$ cat config.mk
export PLATFORM = sky130hd
export DESIGN_NAME = l2k_ptw
export DESIGN_NICKNAME = d
export VERILOG_FILES = /design/src/rtl/l2k_ptw.sv
export SDC_FILE = /design/constraint.sdc
export NUM_CORES = 1
export LEC_CHECK = 0
export ABC_AREA = 1
export CAP_MARGIN = 25
export CORE_MARGIN = 1
export CORE_UTILIZATION = 30
export DETAILED_ROUTE_END_ITERATION = 7
export GPL_TIMING_DRIVEN = 1
export HOLD_SLACK_MARGIN = 0.02
export PLACE_DENSITY_LB_ADDON = 0.2
export RECOVER_POWER = 50
export SYNTH_ARGS = -nofsm -noshare
export SYNTH_HDL_FRONTEND = slang
export SYNTH_SLANG_ARGS = --single-unit
$ cat constraint.sdc
create_clock -name clk_i -period 3.41 [get_ports clk_i]
set_input_delay 0.8525 -clock clk_i [delete_from_list [all_inputs] [get_ports clk_i]]
set_output_delay 0.8525 -clock clk_i [all_outputs]
set_load 0.005 [all_outputs]
$ cat src/rtl/l2k_ptw.sv
// Two-level page-table walker for the Limn2600 MMU: turns a TLB miss into a PDE read,
// a PTE read and a TLB fill, or a fault pulse.
module l2k_ptw #(
    parameter int unsigned NUM_ENTRIES = 128,
    parameter int unsigned WIRED       = 4
) (
    input  logic                           clk_i,
    input  logic                           rst_ni,
    input  logic [31:0]                    pgtb_i,
    input  logic [11:0]                    asid_i,
    input  logic                           flush_i,
    input  logic                           miss_valid_i,
    output logic                           miss_ready_o,
    input  logic [31:0]                    miss_va_i,
    input  logic                           miss_write_i,
    output logic                           mem_req_o,
    output logic [31:0]                    mem_addr_o,
    input  logic                           mem_ack_i,
    input  logic [31:0]                    mem_rdata_i,
    input  logic                           mem_err_i,
    output logic                           fill_valid_o,
    input  logic                           fill_ready_i,
    output logic [$clog2(NUM_ENTRIES)-1:0] fill_index_o,
    output logic [31:0]                    fill_hi_o,
    output logic [31:0]                    fill_lo_o,
    output logic                           fault_valid_o,
    output logic [1:0]                     fault_code_o,
    output logic [31:0]                    fault_addr_o,
    output logic                           fault_write_o
);
    localparam int unsigned IdxW = $clog2(NUM_ENTRIES);
    localparam logic [IdxW-1:0] IdxFirst = IdxW'(WIRED);
    localparam logic [IdxW-1:0] IdxLast  = IdxW'(NUM_ENTRIES - 1);

    typedef enum logic [2:0] {StIdle, StPde, StPte, StFill, StFault, StDrain} state_e;

    state_e          state_q;
    logic            miss_ready_q;
    logic            mem_req_q;
    logic [31:0]     mem_addr_q;
    logic            fill_valid_q;
    logic [IdxW-1:0] fill_index_q;
    logic [31:0]     fill_hi_q;
    logic [31:0]     fill_lo_q;
    logic            fault_valid_q;
    logic [1:0]      fault_code_q;
    logic [31:0]     va_q;
    logic            write_q;
    logic [11:0]     asid_q;
    logic [IdxW-1:0] cnt_q;

    always_ff @(posedge clk_i or negedge rst_ni) begin
        if (!rst_ni) begin
            state_q       <= StIdle;
            miss_ready_q  <= 1'b1;
            mem_req_q     <= 1'b0;
            mem_addr_q    <= '0;
            fill_valid_q  <= 1'b0;
            fill_index_q  <= '0;
            fill_hi_q     <= '0;
            fill_lo_q     <= '0;
            fault_valid_q <= 1'b0;
            fault_code_q  <= '0;
            va_q          <= '0;
            write_q       <= 1'b0;
            asid_q        <= '0;
            cnt_q         <= IdxFirst;
        end else begin
            fault_valid_q <= 1'b0;
            unique case (state_q)
                StIdle: begin
                    if (miss_valid_i && miss_ready_q) begin
                        va_q         <= miss_va_i;
                        write_q      <= miss_write_i;
                        asid_q       <= asid_i;
                        miss_ready_q <= 1'b0;
                        mem_req_q    <= 1'b1;
                        mem_addr_q   <= {pgtb_i[31:12], miss_va_i[31:22], 2'b00};
                        state_q      <= StPde;
                    end
                end
                StPde, StPte: begin
                    if (flush_i) begin
                        // A pending read cannot be retracted; wait out its ack in drain.
                        if (mem_ack_i) begin
                            mem_req_q    <= 1'b0;
                            miss_ready_q <= 1'b1;
                            state_q      <= StIdle;
                        end else begin
                            state_q <= StDrain;
                        end
                    end else if (mem_ack_i) begin
                        if (mem_err_i || !mem_rdata_i[0]) begin
                            mem_req_q     <= 1'b0;
                            fault_valid_q <= 1'b1;
                            fault_code_q  <= mem_err_i ? 2'd3 :
                                             (state_q == StPde) ? 2'd1 : 2'd2;
                            state_q       <= StFault;
                        end else if (state_q == StPde) begin
                            mem_addr_q <= {mem_rdata_i[24:5], va_q[21:12], 2'b00};
                            state_q    <= StPte;
                        end else begin
                            mem_req_q    <= 1'b0;
                            fill_valid_q <= 1'b1;
                            fill_index_q <= cnt_q;
                            fill_hi_q    <= {va_q[31:12], asid_q};
                            fill_lo_q    <= mem_rdata_i;
                            state_q      <= StFill;
                        end
                    end
                end
                StFill: begin
                    if (flush_i || fill_ready_i) begin
                        fill_valid_q <= 1'b0;
                        miss_ready_q <= 1'b1;
                        state_q      <= StIdle;
                        if (!flush_i) begin
                            cnt_q <= (cnt_q == IdxLast) ? IdxFirst : cnt_q + 1'b1;
                        end
                    end
                end
                StFault: begin
                    miss_ready_q <= 1'b1;
                    state_q      <= StIdle;
                end
                StDrain: begin
                    if (mem_ack_i) begin
                        mem_req_q    <= 1'b0;
                        miss_ready_q <= 1'b1;
                        state_q      <= StIdle;
                    end
                end
                default: begin
                    state_q <= StIdle;
                end
            endcase
        end
    end

    assign miss_ready_o  = miss_ready_q;
    assign mem_req_o     = mem_req_q;
    assign mem_addr_o    = mem_addr_q;
    assign fill_valid_o  = fill_valid_q;
    assign fill_index_o  = fill_index_q;
    assign fill_hi_o     = fill_hi_q;
    assign fill_lo_o     = fill_lo_q;
    assign fault_valid_o = fault_valid_q;
    assign fault_code_o  = fault_code_q;
    assign fault_addr_o  = va_q;
    assign fault_write_o = write_q;

    logic unused_bits;
    assign unused_bits = ^{pgtb_i[11:0], mem_rdata_i[31:25], mem_rdata_i[4:1]};

endmodule

==> results.md <==
* Outcome: complete, but fails checks
* Failing checks: capacitance limit, slew limit
* Post-CTS setup buffer count at 0
* Maximum clock frequency at 368 MHz
* Synthesis warning total at 0
* FF-to-FF End: mem_addr_o[11]$_DFFE_PN0P_
* # resized after CTS at 0
* Slew @ Worst Pin at roughly 1.6 ns
* Avg Synthesized Cell Area at roughly 8.1 um2
* P_leak at 5.22 nW
* Crit path from: miss_valid_i
* Core area at 22700 um2
* Largest net degree at the start of global routing at 91
* Uppermost layer routed: met4
* PortBufs at about 240
* Seq/Total Area, Yosys at 58.1%
* R2R depth at 7
* Worst Hold Class: reg -> reg
* CTS Sinks at 162
* Cell variety after synth at 22
* RSZ-0062 raised after global routing: no
* Endpoints failing hold at 0
* Global-route wire length before repair at around 33 mm
* CTS Hold Bufs at 0
* Peak supply drop at about 340 uV
* IO Pins at 258
* H-Tree Depth at 4
* Routed WL at 20.3 mm
* GRT Overall Usage at 17.7%
* Fin nets at about 1200
* Critical path data required time at about 3.7 ns
* Congestion Overflow GR at 0
* Worst setup path end: fault_addr_o[5]$_DFFE_PN0P_
* Post-Synthesis Cells at between 800 and 900
* Initial antenna violation count at 0
* Clk_skew at 0.0129 ns
* Post-route DRC at 0
* Clk slew on worst S/H paths at 0.07 ns
* Metal-1 WL at 9.38 mm
* Num CTS Buffers at 17
* Vias per std cell at about 4.5
* CTS tree: yes
* # diodes at 0
* Int Pwr at about 5.7 mW
* Pwr dens at approximately 860 nW/um2
* Clock root cell: clkbuf_16
* Net Sw Power at around 3.2 mW
* CP max FO at 90
* Fillers at 2314
* Clock power frac at 21.5%
* Initial drt markers at between 200 and 300
* Clk_lat worst skew at 0.43 ns
* Worst path arrival time at 2.96 ns
* Number of synthesized register bits at ~160
* DIE AREA at around 24000 um2
* Max clock buf depth at 2
* Top-area cell type share of the netlist area at between 50% and 60%
* Critical Path Start Type: input port
* Gate power share at 41.8%
* Setup TNS Final at 0 ns
* CP Class: in -> reg
* Die outline height at ~150 um
* P&R area growth vs syn at 47.3%
* Hold_ws at 0.465 ns
* Period utilization at approximately 80%
* Tmin final at roughly 2.7 ns
* Max-slew headroom at -7.86%
* Switching part of the total at a little over a third
* Vias in the first global route at 6070
* Setup violators final at 0
* Die Wd at roughly 150 um
* Share of cells above drive strength 1 at 4.54%
* Cell area after layout at about 10000 um2
* Routed met3 length at between 1.5 and 2 mm
* Crit. End Element: flop
* Flop pwr share at 36.7%
* Gpl congestion at between 0.8 and 0.9
* Antenna-violating nets left at 0
* Pwr Total at 8.86 mW
* Max Slew Vio Count at 150
* Routed wire length per instance at roughly 15 um
* Worst r2r src: state_q[2]$_DFFE_PN0P_
* Largest cells by area after synthesis: dfrtp_1 57%, nand2_1 21%, nand3_1 7.6%
* DR WL met2 at roughly 9 mm
* Pre-antenna DRT Iters at 4
* Max-Cap Viols at 2
* Initial Util at 30.7%
* Cell Area, Synth at between 6000 and 7000 um2
* R2R setup slack at between 0.8 and 0.9 ns
* Hpwl dp at around 14 mm
* Final core occ at a little under half
* Via count at ~6200
* Placed Area at about 9700 um2
* Synth area leader: dfrtp_1
* Floorplan row count at 55
==> cells in the mapped netlist <==
cell type / count
dfstp_2: 2
conb_1: 1
clkbuf_1: 24
buf_2: 21
xnor2_1: 1
nand2_1: 382
nor2_1: 19
nand3b_1: 1
o21ai_1: 1
a21boi_0: 1
inv_1: 62
dfrtp_1: 160
inv_2: 1
xor2_1: 3
o21ai_0: 64
ha_1: 1
nand3_1: 106
a21oi_1: 2
nand2_2: 1
nor3_4: 1
nand4_1: 3
buf_4: 2
==> how the worst min path moves through the flow <==
stage / cells after the start / endpoint / startpoint / slack (ns)
finish: 2 / fill_lo_o[13]$_DFFE_PN0P_ / fill_lo_o[13]$_DFFE_PN0P_ / 0.46
global route: 2 / fill_lo_o[26]$_DFFE_PN0P_ / fill_lo_o[26]$_DFFE_PN0P_ / 0.49
CTS: 1 / fill_hi_o[20]$_DFFE_PN0P_ / rst_ni / 0.42
detailed placement: 2 / fill_hi_o[1]$_DFFE_PN0P_ / fill_hi_o[1]$_DFFE_PN0P_ / 0.46
global placement: 2 / fill_lo_o[0]$_DFFE_PN0P_ / fill_lo_o[0]$_DFFE_PN0P_ / 0.45
floorplan: 2 / asid_q[0]$_DFFE_PN0P_ / asid_q[0]$_DFFE_PN0P_ / 0.45
==> worst max-delay path, cell delays in order <==
cell,delay [ns]
dlygate4sd3_1,0.59
nand4_1,0.11
clkbuf_2,1.10
o21ai_0,0.23
==> layout by cell type, fill, tap and decap left out, types with 4 or more instances in the layout <==
cell / count
buf_12: 4
buf_4: 7
clkbuf_16: 17
clkdlybuf4s50_1: 228
dfrtp_1: 160
dlygate4sd3_1: 14
inv_1: 62
inv_6: 6
nand2_1: 382
nand3_1: 106
nor2_1: 19
o21ai_0: 64
==> kinds of logic (layout without fill, tap and decap cells) <==
kind of cell               count (synthesis)  in the layout  synth area share [%]
DFF                                      162            162                  58.1
buffers and inverters                    110            351                  6.40
and+or+nand+nor                          513            513                  29.9
adders and majority gates                  1              1                 0.179
xor gates and xnor gates                   4              4                 0.502
AOI/OAI and AO/OA                         68             68                  4.91
other                                      1              2                0.0537
==> per-stage QoR <==
| stage | instances | setup slack, ns |
|---|---|---|
| 2_1_floorplan | 860 | 1.41 |
| 3_3_place_gp | 1354 | 0.662 |
| 3_5_place_dp | 1354 | 0.651 |
| 4_1_cts | 1386 | 1.02 |
| 5_1_grt | 1386 | 0.426 |
| 6_report | 1386 | 0.693 |
==> power groups by stage <==
stage	Combinational (mW)	Sequential [mW]	Clock, mW
2_1_floorplan	1.60	3.27	0
3_3_place_gp	3.79	3.27	0
3_5_place_dp	3.82	3.28	0
4_1_cts	3.83	3.26	1.97
5_1_grt	4.17	3.35	2.06
6_report	3.71	3.25	1.91
==> metal layers <==
| layer | track usage, % | up-vias |
|---|---|---|
| met5 | 0 | - |
| met4 | 5.75 | 0 |
| met3 | 5.38 | 19 |
| met2 | 28.4 | 179 |
| met1 | 22.7 | 2884 |
| li1 | - | 3145 |
==> sequential cells by signal (all words and copies together) (netlist names), 2 cells and up <==
register      count
fill_index_o      7
cnt_q             7
fill_lo_o        32
mem_addr_o       30
fault_addr_o     32
asid_q           12
fault_code_o      2
fill_hi_o        32
state_q           3
==> area by class of cell <==
type / instances / area, um2 / share of cell area [%]
repair buffers: 256 / 2570 / 25.0
clock buffers: 18 / 439 / 4.27
inverters: 63 / 236 / 2.30
clock inverters: 14 / 141 / 1.37
multi-input cells: 588 / 2490 / 24.2
well taps: 285 / 357 / 3.47
flip-flops and latches: 162 / 4060 / 39.4
Note: power is estimated with default switching activity, not from simulation.
